**src/rtl/parity_check_rx_pkg.sv**
```systemverilog
// Shared definitions for the parity frame path (generator and receiver).
package parity_check_rx_pkg;

  // Frame sequencing states, shared encoding with the generator side.
  typedef enum logic [1:0] {
    IDLE   = 2'd0,
    DATA   = 2'd1,
    PARITY = 2'd2,
    STOP   = 2'd3
  } state_e;

  // Parity mode selector values.
  localparam logic PAR_EVEN = 1'b0;
  localparam logic PAR_ODD  = 1'b1;

endpackage

```
**src/rtl/parity_check_rx.sv**
```systemverilog
// Serial frame receiver: start, DATA_W data bits LSB first, parity, stop.
// Checks parity (even/odd) and stop bit, presents words on valid/ready.
module parity_check_rx
  import parity_check_rx_pkg::*;
#(
  parameter int unsigned DATA_W = 4
) (
  input  logic              clk,
  input  logic              rst_n,
  input  logic              bit_en,
  input  logic              rx,
  input  logic              odd_sel,
  input  logic              out_ready,
  output logic [DATA_W-1:0] out_data,
  output logic              out_valid,
  output logic              parity_err,
  output logic              frame_err,
  output logic              overrun,
  output logic              busy
);

  localparam int unsigned CNT_W = $clog2(DATA_W + 1);

  state_e              state_q;
  logic [DATA_W-1:0]   shift_q;
  logic [CNT_W-1:0]    cnt_q;
  logic                par_acc_q;
  logic                odd_q;
  logic                perr_pend_q;
  logic [DATA_W-1:0]   out_data_q;
  logic                out_valid_q;
  logic                perr_q;
  logic                ferr_q;
  logic                overrun_q;

  logic [DATA_W:0]     shift_ext_d;
  logic [DATA_W-1:0]   shift_d;
  logic                expected_par_d;

  // Right shift with rx entering at the MSB, so after DATA_W bits the first
  // received bit sits at position 0; built via a widened vector so DATA_W=1
  // needs no special case.
  always_comb begin
    shift_ext_d    = {rx, shift_q};
    shift_d        = shift_ext_d[DATA_W:1];
    expected_par_d = par_acc_q ^ (odd_q == PAR_ODD);
  end

  // Frame FSM, deserialiser and output holding register with handshake.
  always_ff @(posedge clk or negedge rst_n) begin
    if (!rst_n) begin
      state_q     <= IDLE;
      shift_q     <= '0;
      cnt_q       <= '0;
      par_acc_q   <= 1'b0;
      odd_q       <= PAR_EVEN;
      perr_pend_q <= 1'b0;
      out_data_q  <= '0;
      out_valid_q <= 1'b0;
      perr_q      <= 1'b0;
      ferr_q      <= 1'b0;
      overrun_q   <= 1'b0;
    end else begin
      overrun_q <= 1'b0;

      if (out_valid_q && out_ready) begin
        out_valid_q <= 1'b0;
        perr_q      <= 1'b0;
        ferr_q      <= 1'b0;
      end

      if (bit_en) begin
        unique case (state_q)
          IDLE: begin
            if (!rx) begin
              state_q   <= DATA;
              odd_q     <= odd_sel;
              cnt_q     <= '0;
              par_acc_q <= 1'b0;
              shift_q   <= '0;
            end
          end
          DATA: begin
            shift_q   <= shift_d;
            par_acc_q <= par_acc_q ^ rx;
            cnt_q     <= cnt_q + 1'b1;
            if (cnt_q == CNT_W'(DATA_W - 1)) state_q <= PARITY;
          end
          PARITY: begin
            perr_pend_q <= (rx != expected_par_d);
            state_q     <= STOP;
          end
          STOP: begin
            state_q <= IDLE;
            // A completion may reuse the slot being accepted this same cycle.
            if (!out_valid_q || out_ready) begin
              out_data_q  <= shift_q;
              perr_q      <= perr_pend_q;
              ferr_q      <= ~rx;
              out_valid_q <= 1'b1;
            end else begin
              overrun_q <= 1'b1;
            end
          end
          default: state_q <= IDLE;
        endcase
      end
    end
  end

  assign out_data   = out_data_q;
  assign out_valid  = out_valid_q;
  assign parity_err = perr_q;
  assign frame_err  = ferr_q;
  assign overrun    = overrun_q;
  assign busy       = (state_q != IDLE);

endmodule

```
**config.mk**
```make
export PLATFORM = sky130hd
export DESIGN_NAME = parity_check_rx
export DESIGN_NICKNAME = d
export VERILOG_FILES = /design/src/rtl/parity_check_rx_pkg.sv /design/src/rtl/parity_check_rx.sv
export SDC_FILE = /design/constraint.sdc
export NUM_CORES = 1
export LEC_CHECK = 0
export CORE_UTILIZATION = 45
export DETAILED_ROUTE_END_ITERATION = 8
export PLACE_DENSITY_LB_ADDON = 0.15
export SETUP_SLACK_MARGIN = 0.1
export SLEW_MARGIN = 15
export SYNTH_ARGS = -nofsm -noshare
export SYNTH_HDL_FRONTEND = slang
export SYNTH_SLANG_ARGS = --single-unit
```
**constraint.sdc**
```tcl
create_clock -name clk -period 1.9 [get_ports clk]
set_input_delay 0.475 -clock clk [delete_from_list [all_inputs] [get_ports clk]]
set_output_delay 0.475 -clock clk [all_outputs]
set_load 0.02 [all_outputs]
```
==> impl_metrics.ini <==
[floorplan]
dieArea_um2 = 2270
pin_count = 15
die_w_um = 47.7
fp-row-count = 16
core_um2 = 1960
start_util_pct = 47.8
die_h_um = 47.7

[setup_path]
worstPathMaxFanout = 2
critPathLaunchType = flip-flop
cpPeakStageDelay_ns = 0.60
critPathKind = flip-flop to output pin
r2r-start = state_q[0]
cp-end-kind = output pin
startpoint = parity_err
crit_slowest_cell = clkdlybuf4s50_1
path_cells = clkdlybuf4s50_1
cp.arrival_ns = 1.26
crit_required_ns = 1.42
critical_path_buf_inv_count = 1
critPathTopFamily = buffers and inverters

[status]
status = finished clean

[cells_and_area]
num-nets-final = 118
nFillCells = 176
final_common_cell = dfrtp_1
layout-drive-gt1-share_pct = 24.8
areaGrowthSynthToFinish_pct = 31.1
diodes = 0
final_cell_mix = dfrtp_1 (20), buf_4 (10), clkdlybuf4s50_1 (9), nand2_1 (8), mux2_2 (8)

[synthesis]
yosysTopAreaCell = dfrtp_1
ys_seq_elements = 20
syn-cell-area_um2 = 938
ys_types = 23
yosys.area.top_type_share_pct = 53.3
yosysSeqAreaShare_pct = 53.3
synth_area_leaders = dfrtp_1 (53%), mux2_2 (9.6%), ha_1 (8.0%)
syn-num-nets = 92
yosysWarnings = 0
avgSynthCellArea_um2 = 11.7
netlist_instances = 80

[place]
post-place-ws_ns = 0.0507
globalplace.congestion = 0.817
hpwl_um = 1110
io_buffers = 14

[timing]
min_period_ns = 1.74
worst_pin_slew_ns = 0.385
final_hold_viol_count = 0
worst_slack_ns = 0.164
slew_violations = 0
period_share_pct = 91.4
skew_ns = 0.00175
fmax_mhz = 576
setup_tns_ns = 0
rsz0062_at_grt = true
setup_violations = 0
slew_headroom_pct = 74.2

[clock_tree]
htreeDepth = 1
clock_latency_ns = 0.30
cts_hold_buf = 0
numCtsBuffers = 3
cts_max_path_buffers = 2
ctsRootBufferMaster = clkbuf_4
cts_sinks = 20
clk_pin_slew_ns = 0.11
cts_tree = yes

[global_routing]
grt_max_degree = 21
antenna_found_initial = 0
grt_pass1_wl_um = 2460
grt_pass1_vias = 578
overflow = 0
grtUsageTotal_pct = 16.2

[route]
vias = 648
viasPerCell = 4.91
drt_iter0_markers = 13
wl_per_cell_um = 11.6
drt-total-wl_um = 1540
antenna_left = 0
firstDrtPassIters = 4
drc = 0

[power_and_ir_drop]
finalPower_mw = 1.85
powerDensity_nw_per_um2 = 1510
leakage_nw = 0.635
peakVddDrop_mv = 0.887

[job]
drv_cap = 0

[min_path]
min_path_type = input port to async pin
==> synth_stat cells <==
cell type,number
o21ai_1,2
buf_4,1
nor2b_1,1
a21oi_1,2
a21boi_2,1
ha_1,6
mux2_2,8
nand3b_1,1
mux2i_1,3
nor2_1,2
buf_6,1
a31oi_1,1
nand2b_1,1
a22o_1,5
nor3_1,2
o21ai_0,2
inv_1,8
and3_1,1
nand2_1,8
dfrtp_1,20
xnor2_1,2
and2_1,1
buf_2,1
==> path summary, 6_finish.rpt <==
path | slack, ns | end | cells after the start
min in group clk | 0.52 | shift_q[0] | 1
hold reg to reg | 0.52 | shift_q[0] | 1
hold / removal | 0.49 | out_valid | 2
setup / recovery | 0.16 | parity_err | 1
setup reg to reg | 0.39 | state_q[1] | 5
max in group asynchronous | 1.21 | odd_q | 2
==> layer usage <==
metal | vias up | track usage [%] | wire (um)
met3 | 4 | 3.40 | 61
met2 | 15 | 25.2 | 707
met4 | 0 | 9.44 | 23
li1 | 321 | - | -
met5 | - | 0 | 0
met1 | 308 | 20.9 | 745
==> repair_timing <==
action | in CTS | in global routing
gates resized for setup | 3 | 6
setup buffers | 2 | 0
hold endpoints to repair | 0 | 0
setup endpoints to repair | 1 | 5
==> state kept, by name, indices dropped and copies added, names as in the netlist <==
signal,flops
frame_err,1
perr_pend_q,1
out_data,4
parity_err,1
overrun,1
odd_q,1
state_q,2
shift_q,4
par_acc_q,1
cnt_q,3
out_valid,1
==> logic make-up (layout without fill, tap and decap cells) <==
group | count (synthesis) | in the layout | share of synthesized area, %
compound gates | 13 | 13 | 9.73
xor+xnor | 2 | 2 | 1.87
fa+ha+maj | 6 | 6 | 8.00
buf+inv | 11 | 36 | 5.73
flops | 20 | 20 | 53.3
mux | 11 | 11 | 12.8
simple gates | 17 | 17 | 8.54
==> power breakdown <==
part	switching [mW]	internal, mW
Combinational	0.384	0.426
Clock	0.134	0.213
Sequential	0.100	0.594
Total	0.618	1.23
==> cell type report <==
cell class / count / area [um2] / share of cell area (%)
multi-input combinational: 49 / 387 / 31.4
sequential: 20 / 500 / 40.7
clock buffer: 3 / 22.5 / 1.83
inverter: 8 / 30.0 / 2.44
timing repair buffer: 24 / 226 / 18.4
tap: 27 / 33.8 / 2.75
clock inverter: 1 / 30.0 / 2.44
==> through the flow <==
step           cells  instance area, um2  utilization [%]  hold WS (ns)
2_1_floorplan     80                 938                -         0.179
3_3_place_gp     126                1150             58.5         0.484
3_5_place_dp     126                1150             58.5         0.482
4_1_cts          132                1220             62.1         0.494
5_1_grt          132                1230             62.7         0.515
6_report         132                1230             62.7         0.495
Power figures use the tool's default switching activity.
==> patch 1, RTL diff (same flow settings) <==
`DATA_W`: 4 -> 8.
--- a/src/rtl/parity_check_rx.sv
+++ b/src/rtl/parity_check_rx.sv
@@ -5,3 +5,3 @@
 #(
-  parameter int unsigned DATA_W = 4
+  parameter int unsigned DATA_W = 8
 ) (
Ports: changed (resized out_data); port bits go from 15 to 19. No check against the original RTL was run, so the function may have changed too.
==> patch 1 against the original RTL <==
The flow now finishes with violations (design-rule violations). Design area is 42% higher. Routed wire length increased by 46%. Area after synthesis increased by 45%. Worst setup slack barely moved. Sequential cell count rose by 9. Largest cell class unchanged. Count of clock-buffer cells in the layout up 3. Largest power group unchanged. Global-route usage is 0.43 points higher. Total power increased by 46%.
==> patch 1: results (changes against the original RTL) <==
run status finished, violations left; failing checks design-rule violations; Layout Nets 152 (+29%); # placed instances 163 (+29%); Netlist cell types 28 (+22%); hold_sp out_data[0]; Place WS 0.02048 ns (-0.03025 ns); routed wl met2 1055 µm (+49%); Synth async-reset ratio 100.0% (unchanged); Psw 931.2 µW (+51%); met2 usage in global routing 25.88% (+0.68 points); Pleak 0.0009468 µW (+49%); CP arrival 1.26 ns (about the same); reg2reg setup slack 0.24 ns (-0.15 ns); syn nets 119 (+29%); Post-Syn Instances 107 (+34%); IO Port Bufs 18 (+4); global-route wire length before repair 4008 µm (+63%); vias in the first global route 916 (+58%); Slowest-stage cell, CP clkdlybuf4s50_1; DRC violations left 2 (+2); Non-Filler Instances 172 (+30%); hold path endpoint out_data[0]; Pre-Repair DR Iteration Count 6 (+2); relative slew slack 70.36% (-3.8 points); HPWL Detailed 1590 µm (+44%); # setup viols final 0 (unchanged); Area after DPL 0.001634 mm² (+42%); r2r startpoint state_q[1]; Clock Latency Late Sink 0.33 ns (+0.03 ns); Max Root-Sink Buffers 2 (unchanged); hold slack 0.5071 ns (+0.01211 ns); vias 887 (+37%); WL met3 104 µm (+70%); skew final 0.006166 ns (+0.004412 ns); worst r2r dst shift_q[2]; GR Layer Usage met3 5.215% (+1.8 points); routed len/inst 13.08 µm (+12%); TritonCTS Buffers 5 (+2); Syn-to-layout area delta 27.98%; Routability Congestion 0.6876 (-16%); layout cells sized above 1 29.08% (+4.3 points); Max FO, Critical Path 1 (-1); Synth area leaders dfrtp_1, mux2_2, a22o_1; largest net degree at the start of global routing 30 (+43%); Post-Route M1 WL 1047 µm (+41%); H-tree depth 2 (+1); Ys Warns 0 (unchanged); Seq/Total Area, Yosys 53.21% (-0.12 points); VDD IR max 824.5 µV (-7.0%); Starting DRT DRC Count 24 (+11); min-delay worst type reg -> reg; # fillers 241 (+37%); met1 GRT Util 20.00% (-0.90 points); Worst Reg-to-Reg Cells 6 (+1); Antenna diodes 0 (unchanged); GRT Overall Usage 16.64% (+0.43 points); synth cell count leaders dfrtp_1, mux2_2, a22o_1, nand2_1, ha_1; Clk pin slew, worst setup/hold paths about 0.10 ns
==> patch 1: cell count changes after synthesis, moves of 2 or more <==
cell,unedited run,this run
nand2b_1,1,4
nor2b_1,1,3
buf_4,1,3
a22o_1,5,9
inv_1,8,5
a21oi_2,0,2
mux2_2,8,11
dfrtp_1,20,29
o21ai_1,2,0
==> patch 1: final cells by class <==
cell class	count	share of cell area, %
repair buffers	31	16.77
multi-input cells	68	33.26
clock inverters	2	2.151
flip-flops and latches	29	41.58
inverters	5	1.075
well taps	31	2.222
clock buffers	6	2.939
==> patch 1: kinds of logic (layout without fill, tap and decap cells) <==
logic type	after synthesis	in the layout	synth area share, %
compound gates	21	21	13.30
simple gates	23	23	9.357
flops	29	29	53.21
fa+ha+maj	6	6	5.504
xor+xnor	2	2	1.285
buf+inv	10	44	4.220
mux	16	16	13.12
==> patch 1: worst max-delay path by stage <==
| stage | from | endpoint | slack, ns | cells after the start |
|---|---|---|---|---|
| finish | overrun | overrun | 0.16 | 1 |
| global route | overrun | overrun | 0.11 | 1 |
| CTS | state_q[0] | busy | 0.1 | 4 |
| detailed placement | bit_en | out_data[5] | 0.02 | 5 |
| global placement | bit_en | cnt_q[0] | 0.03 | 4 |
| floorplan | state_q[0] | state_q[1] | 0.31 | 6 |
==> patch 1: what timing repair did <==
item / in CTS / in global routing
resized for setup: 6 / 10
buffers inserted: 1 / 0
endpoints found under the setup margin: 3 / 10
==> patch 1: power groups by stage <==
stage,logic (µW),clock network (µW),registers [µW]
2_1_floorplan,664,0,1120
3_3_place_gp,1150,0,1030
3_5_place_dp,1170,0,1040
4_1_cts,1180,556,1020
5_1_grt,1260,577,1050
6_report,1150,541,1020
==> patch 2, RTL diff (config.mk and constraints unchanged) <==
Without the edit above. Encoding of `state_e`: now one-hot (4 bits for 4 states).
--- a/src/rtl/parity_check_rx_pkg.sv
+++ b/src/rtl/parity_check_rx_pkg.sv
@@ -4,7 +4,7 @@
   // Frame sequencing states, shared encoding with the generator side.
-  typedef enum logic [1:0] {
-    IDLE   = 2'd0,
-    DATA   = 2'd1,
-    PARITY = 2'd2,
-    STOP   = 2'd3
+  typedef enum logic [3:0] {
+    IDLE   = 4'b0001,
+    DATA   = 4'b0010,
+    PARITY = 4'b0100,
+    STOP   = 4'b1000
   } state_e;
Function: same outputs for any inputs over 10 cycles, from zero or initial values and one cycle with rst_n low; not proved beyond that.
==> patch 2 against the original RTL <==
Routed wire length increased by 24%. Total power decreased by 31%. Largest cell class unchanged. Critical endpoint is now out_data[3]. Register-to-register slack got worse by 0.11 ns. Worst setup slack got worse by 0.015 ns. First-iteration DRC count increased by 62%. Sequential cell count increased by 2. Area after synthesis increased by 8.7%. Design area increased by 3.4%.
==> patch 2: results (changes against the original RTL) <==
min-delay worst type reg -> reg; Fmax 571.4 MHz (-0.83%); VDD IR max 601.6 µV (-32%); GRT Overall Usage 17.32% (+1.1 points); run status finished, final reports clean; Layout Nets 121 (+2.5%); relative slew slack 74.07% (-0.079 points); Slowest-stage cell, CP clkdlybuf4s50_1; Clk pin slew, worst setup/hold paths 0.12 ns; Ys Warns 0 (unchanged); crit-path leading delay family buffers and inverters; hold slack 0.4999 ns (+0.004960 ns); setup TNS 0 ns (unchanged); synth cell count leaders dfrtp_1, nand2_1, o21ai_0, inv_1, nor2_1; Pre-Repair DR Iteration Count 4 (unchanged); layout cells sized above 1 21.43% (-3.3 points); Netlist cell types 32 (+39%); switching share of power 31.59% (-1.8 points); Worst path max stage delay 0.60 ns (about the same); Pleak 0.0006262 µW (-1.4%); Max Root-Sink Buffers 2 (unchanged); Synth area leaders dfrtp_1, mux2_4, a22o_1; reg2reg setup slack 0.28 ns (-0.11 ns); Worst Reg-to-Reg Cells 5 (unchanged); vias in the first global route 745 (+29%); Clock Latency Late Sink 0.30 ns (about the same); Seq/Total Area, Yosys 54.11% (+0.78 points); r2r startpoint state_q[0]; CP arrival 1.28 ns (+0.02 ns); Place WS 0.04528 ns (-0.005451 ns); Root Driver clkbuf_4; TritonCTS Buffers 3 (unchanged); H-tree depth 1 (unchanged); initial antenna violation count 0 (unchanged); vias 749 (+16%); wirelength, routed 1901 µm (+24%); Starting DRT DRC Count 21 (+8); crit path from out_data[3]; worst r2r dst shift_q[1]; Routability Congestion 0.7784 (-4.7%); IO Port Bufs 14 (unchanged); Synth async-reset ratio 100.0% (unchanged); global-route wire length before repair 3194 µm (+30%); HPWL Detailed 1353 µm (+22%); largest net degree at the start of global routing 23 (+9.5%); syn nets 95 (+3.3%); skew final 0.007770 ns (+0.006016 ns); Antenna diodes 0 (unchanged); Setup crit end out_data[3]; Max FO, Critical Path 2 (unchanged)
## patch 2: power groups by stage
stage	logic, µW	clock network (µW)	registers (µW)
6_report	409	211	651
5_1_grt	453	240	663
4_1_cts	335	222	663
3_5_place_dp	340	0	674
3_3_place_gp	332	0	668
2_1_floorplan	289	0	634
## patch 2: cells by family (layout without fill, tap and decap cells)
kind of cell               count (synthesis)  in the layout  synth area share (%)
AOI/OAI and AO/OA                         18             18                 12.76
DFF                                       22             22                 54.11
xor gates and xnor gates                   2              2                 1.718
buffers and inverters                      8             33                 4.417
adders and majority gates                  2              2                 2.454
and+or+nand+nor                           28             28                 15.58
muxes                                      7              7                 8.957
## patch 2: per-layer routing
layer / GRT usage (%) / wire length, µm / vias to the layer above
met5: 0 / 0 / -
met4: 6.190 / 14 / 0
met3: 3.704 / 86 / 2
met2: 28.60 / 927 / 21
met1: 22.22 / 871 / 368
li1: - / - / 358
## patch 2: stage by stage
step	util [%]	cell area, µm²	power [µW]	instances
after floorplan	-	1020	922.3	87
after global placement	59.01	1205	999.3	130
after detailed placement	59.01	1205	1014	130
after CTS	60.17	1229	1221	134
after global routing	62.25	1271	1357	139
final	62.25	1271	1271	139
## patch 2: worst min-delay path by stage
stage,end,depth (start not counted),startpoint
6_report,cnt_q[2],2,cnt_q[2]
5_1_grt,state_q[1],2,rst_n
4_1_cts,cnt_q[2],2,cnt_q[2]
3_5_place_dp,cnt_q[2],2,cnt_q[2]
3_3_place_gp,cnt_q[2],2,cnt_q[2]
2_1_floorplan,cnt_q[0],0,rst_n
## patch 2: area by class of cell
type | instances | area (µm²)
multi-input cells | 57 | 422.9
inverters | 5 | 18.77
repair buffers | 24 | 217.7
flip-flops and latches | 22 | 551.8
well taps | 27 | 33.78
clock buffers | 4 | 26.28
fillers | 178 | 770.7
## patch 2: repair_timing
| action | CTS | global route |
|---|---|---|
| resized for setup | 2 | 2 |
| setup endpoints to repair | 2 | 3 |
| hold buffers | 0 | 0 |
| setup buffers | 0 | 5 |
